===== src/rtl/mc6809e_bus_responder.sv =====
// MC6809E E/Q clock-enable generator and memory-mapped byte register target with optional E stretch.
// DIn/DRIVE one-clock registered; writes commit at E fall; define MC6809E_RESP_IRQ_EN for the top-offset IRQ doorbell.
module mc6809e_bus_responder #(
  parameter int          CLK_DIV     = 4,
  parameter logic [15:0] BASE_ADDR   = 16'hFF00,
  parameter int          ADDR_BITS   = 4,
  parameter int          WAIT_STATES = 0
) (
  input  logic        CLK_ROOT,
  input  logic        RESET,
  output logic        E,
  output logic        Q,
  output logic        CE_Q_FALL,
  output logic        CE_E_FALL,
  input  logic [15:0] ADDR,
  input  logic        RnW,
  input  logic        BA,
  input  logic [7:0]  DOut,
  output logic [7:0]  DIn,
  output logic        DRIVE,
  output logic        HIT,
  output logic        nIRQ
);

  localparam int DEPTH    = 1 << ADDR_BITS;
  localparam int DW       = $clog2(CLK_DIV);
  localparam int WAIT_MAX = WAIT_STATES * CLK_DIV;
  localparam int WW       = (WAIT_MAX < 1) ? 1 : $clog2(WAIT_MAX + 1);
  localparam logic [DW-1:0] DIV_LAST  = DW'(CLK_DIV - 1);
  localparam logic [WW-1:0] WAIT_LOAD = WW'(WAIT_MAX);

  typedef enum logic [1:0] {PH_0, PH_1, PH_2, PH_3} phase_t;

  phase_t              r_phase;
  logic [DW-1:0]       r_div;
  logic [WW-1:0]       r_wait;
  logic [7:0]          r_din;
  logic                r_drive;
  logic [7:0]          r_regs [DEPTH];

  phase_t              w_phase_nxt;
  logic [DW-1:0]       w_div_nxt;
  logic [WW-1:0]       w_wait_nxt;
  logic                w_stall;
  logic                w_hit;
  logic                w_ce_e;
  logic                w_wr;
  logic [ADDR_BITS-1:0] w_off;

  assign w_hit   = !BA && (ADDR[15:ADDR_BITS] == BASE_ADDR[15:ADDR_BITS]);
  assign w_off   = ADDR[ADDR_BITS-1:0];
  assign w_stall = (r_phase == PH_3) && (r_wait != '0);
  assign w_ce_e  = (r_phase == PH_3) && (r_div == DIV_LAST) && (r_wait == '0);
  assign w_wr    = w_ce_e && w_hit && !RnW;

  assign E         = r_phase[1];
  assign Q         = (r_phase == PH_1) || (r_phase == PH_2);
  assign CE_Q_FALL = (r_phase == PH_2) && (r_div == DIV_LAST);
  assign CE_E_FALL = w_ce_e;
  assign HIT       = w_hit;
  assign DIn       = r_din;
  assign DRIVE     = r_drive;

  always_ff @(posedge CLK_ROOT) begin
    if (RESET) begin
      r_phase <= PH_0;
      r_div   <= '0;
      r_wait  <= '0;
    end else begin
      r_phase <= w_phase_nxt;
      r_div   <= w_div_nxt;
      r_wait  <= w_wait_nxt;
    end
  end

  // div parks on its last count while the stretch counter drains in phase 3
  always_comb begin
    w_phase_nxt = r_phase;
    w_div_nxt   = r_div;
    w_wait_nxt  = r_wait;
    if (r_div != DIV_LAST) begin
      w_div_nxt = r_div + 1'b1;
    end else if (w_stall) begin
      w_wait_nxt = r_wait - 1'b1;
    end else begin
      w_div_nxt = '0;
      case (r_phase)
        PH_0:    w_phase_nxt = PH_1;
        PH_1:    w_phase_nxt = PH_2;
        PH_2: begin
          w_phase_nxt = PH_3;
          w_wait_nxt  = w_hit ? WAIT_LOAD : '0;
        end
        default: w_phase_nxt = PH_0;
      endcase
    end
  end

  always_ff @(posedge CLK_ROOT) begin
    if (RESET) begin
      r_din   <= 8'hFF;
      r_drive <= 1'b0;
      for (int i = 0; i < DEPTH; i++) r_regs[i] <= 8'h00;
    end else begin
      r_din   <= (w_hit && RnW) ? r_regs[w_off] : 8'hFF;
      r_drive <= w_hit && RnW && w_phase_nxt[1];
      if (w_wr) r_regs[w_off] <= DOut;
    end
  end

`ifdef MC6809E_RESP_IRQ_EN
  localparam logic [ADDR_BITS-1:0] TOP_OFF = '1;
  logic r_nirq;

  // doorbell: write to top offset raises the request, a read of it acknowledges
  always_ff @(posedge CLK_ROOT) begin
    if (RESET) begin
      r_nirq <= 1'b1;
    end else if (w_ce_e && w_hit && (w_off == TOP_OFF)) begin
      r_nirq <= RnW;
    end
  end

  assign nIRQ = r_nirq;
`else
  assign nIRQ = 1'b1;
`endif

endmodule


===== config.mk =====
export PLATFORM = sky130hd
export DESIGN_NAME = mc6809e_bus_responder
export DESIGN_NICKNAME = d
export VERILOG_FILES = /design/src/rtl/mc6809e_bus_responder.sv
export SDC_FILE = /design/constraint.sdc
export NUM_CORES = 1
export LEC_CHECK = 0
export CELL_PAD_IN_SITES_DETAIL_PLACEMENT = 1
export CELL_PAD_IN_SITES_GLOBAL_PLACEMENT = 1
export CORE_UTILIZATION = 54
export CTS_CLUSTER_SIZE = 12
export DETAILED_ROUTE_END_ITERATION = 12
export GPL_ROUTABILITY_DRIVEN = 0
export PLACE_DENSITY_LB_ADDON = 0.1
export SLEW_MARGIN = 20
export SYNTH_ARGS = -nofsm -noshare
export SYNTH_HDL_FRONTEND = slang
export SYNTH_SLANG_ARGS = --single-unit
export TNS_END_PERCENT = 30

===== constraint.sdc =====
create_clock -name CLK_ROOT -period 6.6 [get_ports CLK_ROOT]
set_input_delay 1.32 -clock CLK_ROOT [delete_from_list [all_inputs] [get_ports CLK_ROOT]]
set_output_delay 1.32 -clock CLK_ROOT [all_outputs]
set_load 0.1 [all_outputs]

==> flow_summary.yaml <==
worst_setup_path:
  cp-start-kind: "input port"
  crit_type: "input port to output port"
  worstReg2RegStart: "r_phase[1]"
  crit_path_end_kind: "output port"
  required_ps: 5280
  crit_start: "ADDR[13]"
  crit_path_max_fanout: 19
  reg2regPathDepth: 5
  crit_arrival_ps: 4000
sta:
  hold_viol: 0
  maxSlewHeadroom_pct: 33.5
  setup_viol: 0
  drv_slew: 0
  worst_pin_slew_ps: 994
  rsz0062_at_grt: "no"
  fin_setup_tns_ps: 0
  max_clock_freq_mhz: 188
  skew_ps: 15.2
  fin_crit_sh_pct: 80.5
  period_minus_slack_ps: 5320
clock_network:
  clkTransAtPathRegs_ps: 60
  cts-hold-fix-buffers: 0
  post_cts_buffers: 0
  cts_sinks: 142
  htree_levels: 4
  cts_tree: "yes"
  clock_latency_ps: 430
  cts_buffers: 17
  cts_root_buf: "clkbuf_16"
  ctsResizeCount: 0
  cts_buffer_depth: 2
detailed_routing:
  drc: 0
  drt_wl_total_um: 15500
  dr_total_vias: 3741
  wl_per_cell_um: 23.9
  drt-initial-drc-count: 221
  viasPerCell: 5.76
  dr.pass1.iters: 4
  drtAntennaViolNets: 0
logic_synthesis:
  yosys_most_used_dff: "edfxtp_1"
  netlist_instances: 428
  synth_edf_count: 128
  ys_top_cells_by_area: "edfxtp_1 57%, and2_1 12%, mux4_2 11%"
  syn-num-nets: 461
  synth_area_mm2: 0.00673
  async_reset_ff_share_pct: 0
  yosysTopAreaCell: "edfxtp_1"
  synth_cell_types: 32
  yosysSeqAreaShare_pct: 61.3
  ys_warn_count: 0
  yosys.area.top_type_share_pct: 57.2
  syn_avg_cell_area_um2: 15.7
  synth-seq-cells: 142
flow_run:
  maxCapViolCount: 0
grt:
  antenna_found_initial: 0
  grt_pass1_vias: 4005
  overflow: 0
  grt_pass1_wl_um: 23800
  grt_use_total_pct: 26.5
  grt_max_degree: 25
layout:
  nets: 501
  finalInstanceArea_mm2: 0.00792
  layout_common_cells: "129 x and2_1, 128 x edfxtp_1, 40 x clkdlybuf4s50_1"
  drive_gt1_share_pct: 19.5
  final_common_cell: "and2_1"
  num-fill-cells: 1071
  syn2layout_area_growth_pct: 17.7
  num_antenna_cells: 0
status:
  status: "complete, no violations"
power:
  p_switching_mw: 0.455
  p_clk_share_pct: 48.0
  ir_worst_vdd_v: 0.000158
  power_frac_seq_pct: 45.7
  p_int_mw: 1.77
  p_per_area_mw_per_mm2: 281
  switching_share_pct: 20.5
  p_leak_nw: 2.95
  power_frac_comb_pct: 6.3
die:
  initial_core_util_pct: 55.8
  dieArea_mm2: 0.0129
  die_y_um: 114
  io_pins: 43
  core_mm2: 0.0121
  die_x_um: 114
  rows: 40
placed_design:
  place_hpwl_um: 10200
  post_dp_cell_area_mm2: 0.00726
  portBuffers: 41
hold_path:
  min_delay_path_depth: 1
  hold_class: "flip-flop to flip-flop"
  worst_hold_startpoint: "r_div[0]"
-- area by class of cell --
class,instances,area [µm²],area share [%]
inverter,3,11.3,0.142
timing repair buffer,44,428,5.41
sequential,142,4120,52.1
clock buffer,20,437,5.52
multi-input combinational,260,2490,31.4
tap,168,210,2.66
clock inverter,12,216,2.73
-- critical path: stages --
cell and delay [ps]:
clkdlybuf4s50_1 470, and4b_1 250, nand4_4 490, nor2_1 290, clkdlybuf4s50_1 1170
-- routing by layer --
metal | up-vias | GRT usage [%] | share of wire (%)
li1 | 1682 | - | -
met1 | 1924 | 35.2 | 43
met2 | 113 | 43.0 | 50
met3 | 22 | 5.42 | 5.1
met4 | 0 | 11.1 | 1.9
met5 | - | 0 | 0
-- path summary, 6_finish.rpt --
path / slack (ps) / endpoint
setup / recovery: 1280 / HIT
hold / removal: 480 / r_div[0]
setup reg to reg: 3590 / r_regs[12][6]
hold reg to reg: 480 / r_div[0]
-- cells by family (layout without fill, tap and decap cells) --
family | Yosys count | count (layout) | synth area share (%)
compound gates | 12 | 12 | 1.27
fa+ha+maj | 5 | 5 | 0.930
buf+inv | 26 | 79 | 1.67
flops | 142 | 142 | 61.3
mux | 50 | 50 | 13.4
other cells | 1 | 1 | 0.0558
simple gates | 192 | 192 | 21.4
-- power by group through the flow --
stage	sequential (mW)	combinational [mW]	clock, mW
2_1_floorplan	1.03	0.0876	0
3_3_place_gp	1.03	0.136	0
3_5_place_dp	1.03	0.139	0
4_1_cts	1.02	0.141	1.08
5_1_grt	1.02	0.148	1.11
6_report	1.02	0.140	1.07
-- metrics by stage --
stage / power (mW) / hold WS [ps] / utilization, % / cells / setup WS, ps
after CTS: 2.23 / 489 / 65.6 / 649 / 1250
after floorplan: 1.12 / 444 / - / 428 / 1810
final: 2.22 / 480 / 65.6 / 649 / 1280
after detailed placement: 1.17 / 477 / 60.2 / 617 / 1280
after global placement: 1.17 / 458 / 60.2 / 617 / 1350
after global routing: 2.27 / 518 / 65.6 / 649 / 1180
-- Yosys cell counts (2+ instances only) --
cell type / count
nor4_4: 11
nand2_1: 3
buf_2: 6
and3b_1: 2
nand2b_1: 5
mux4_2: 32
nor2_1: 9
edfxtp_1: 128
a22oi_1: 8
ha_1: 5
inv_1: 3
clkbuf_1: 14
or2_1: 10
dfxtp_1: 14
nor4_2: 7
and2_1: 129
buf_4: 2
mux2i_1: 18
or2_2: 8
nand3_1: 2
-- state kept, by name, summed over array words and instances, names as in the netlist --
signal,cells
r_regs,128
DIn,8
r_div,2
r_phase,2
DRIVE,1
r_wait,1
Power figures use the tool's default switching activity.
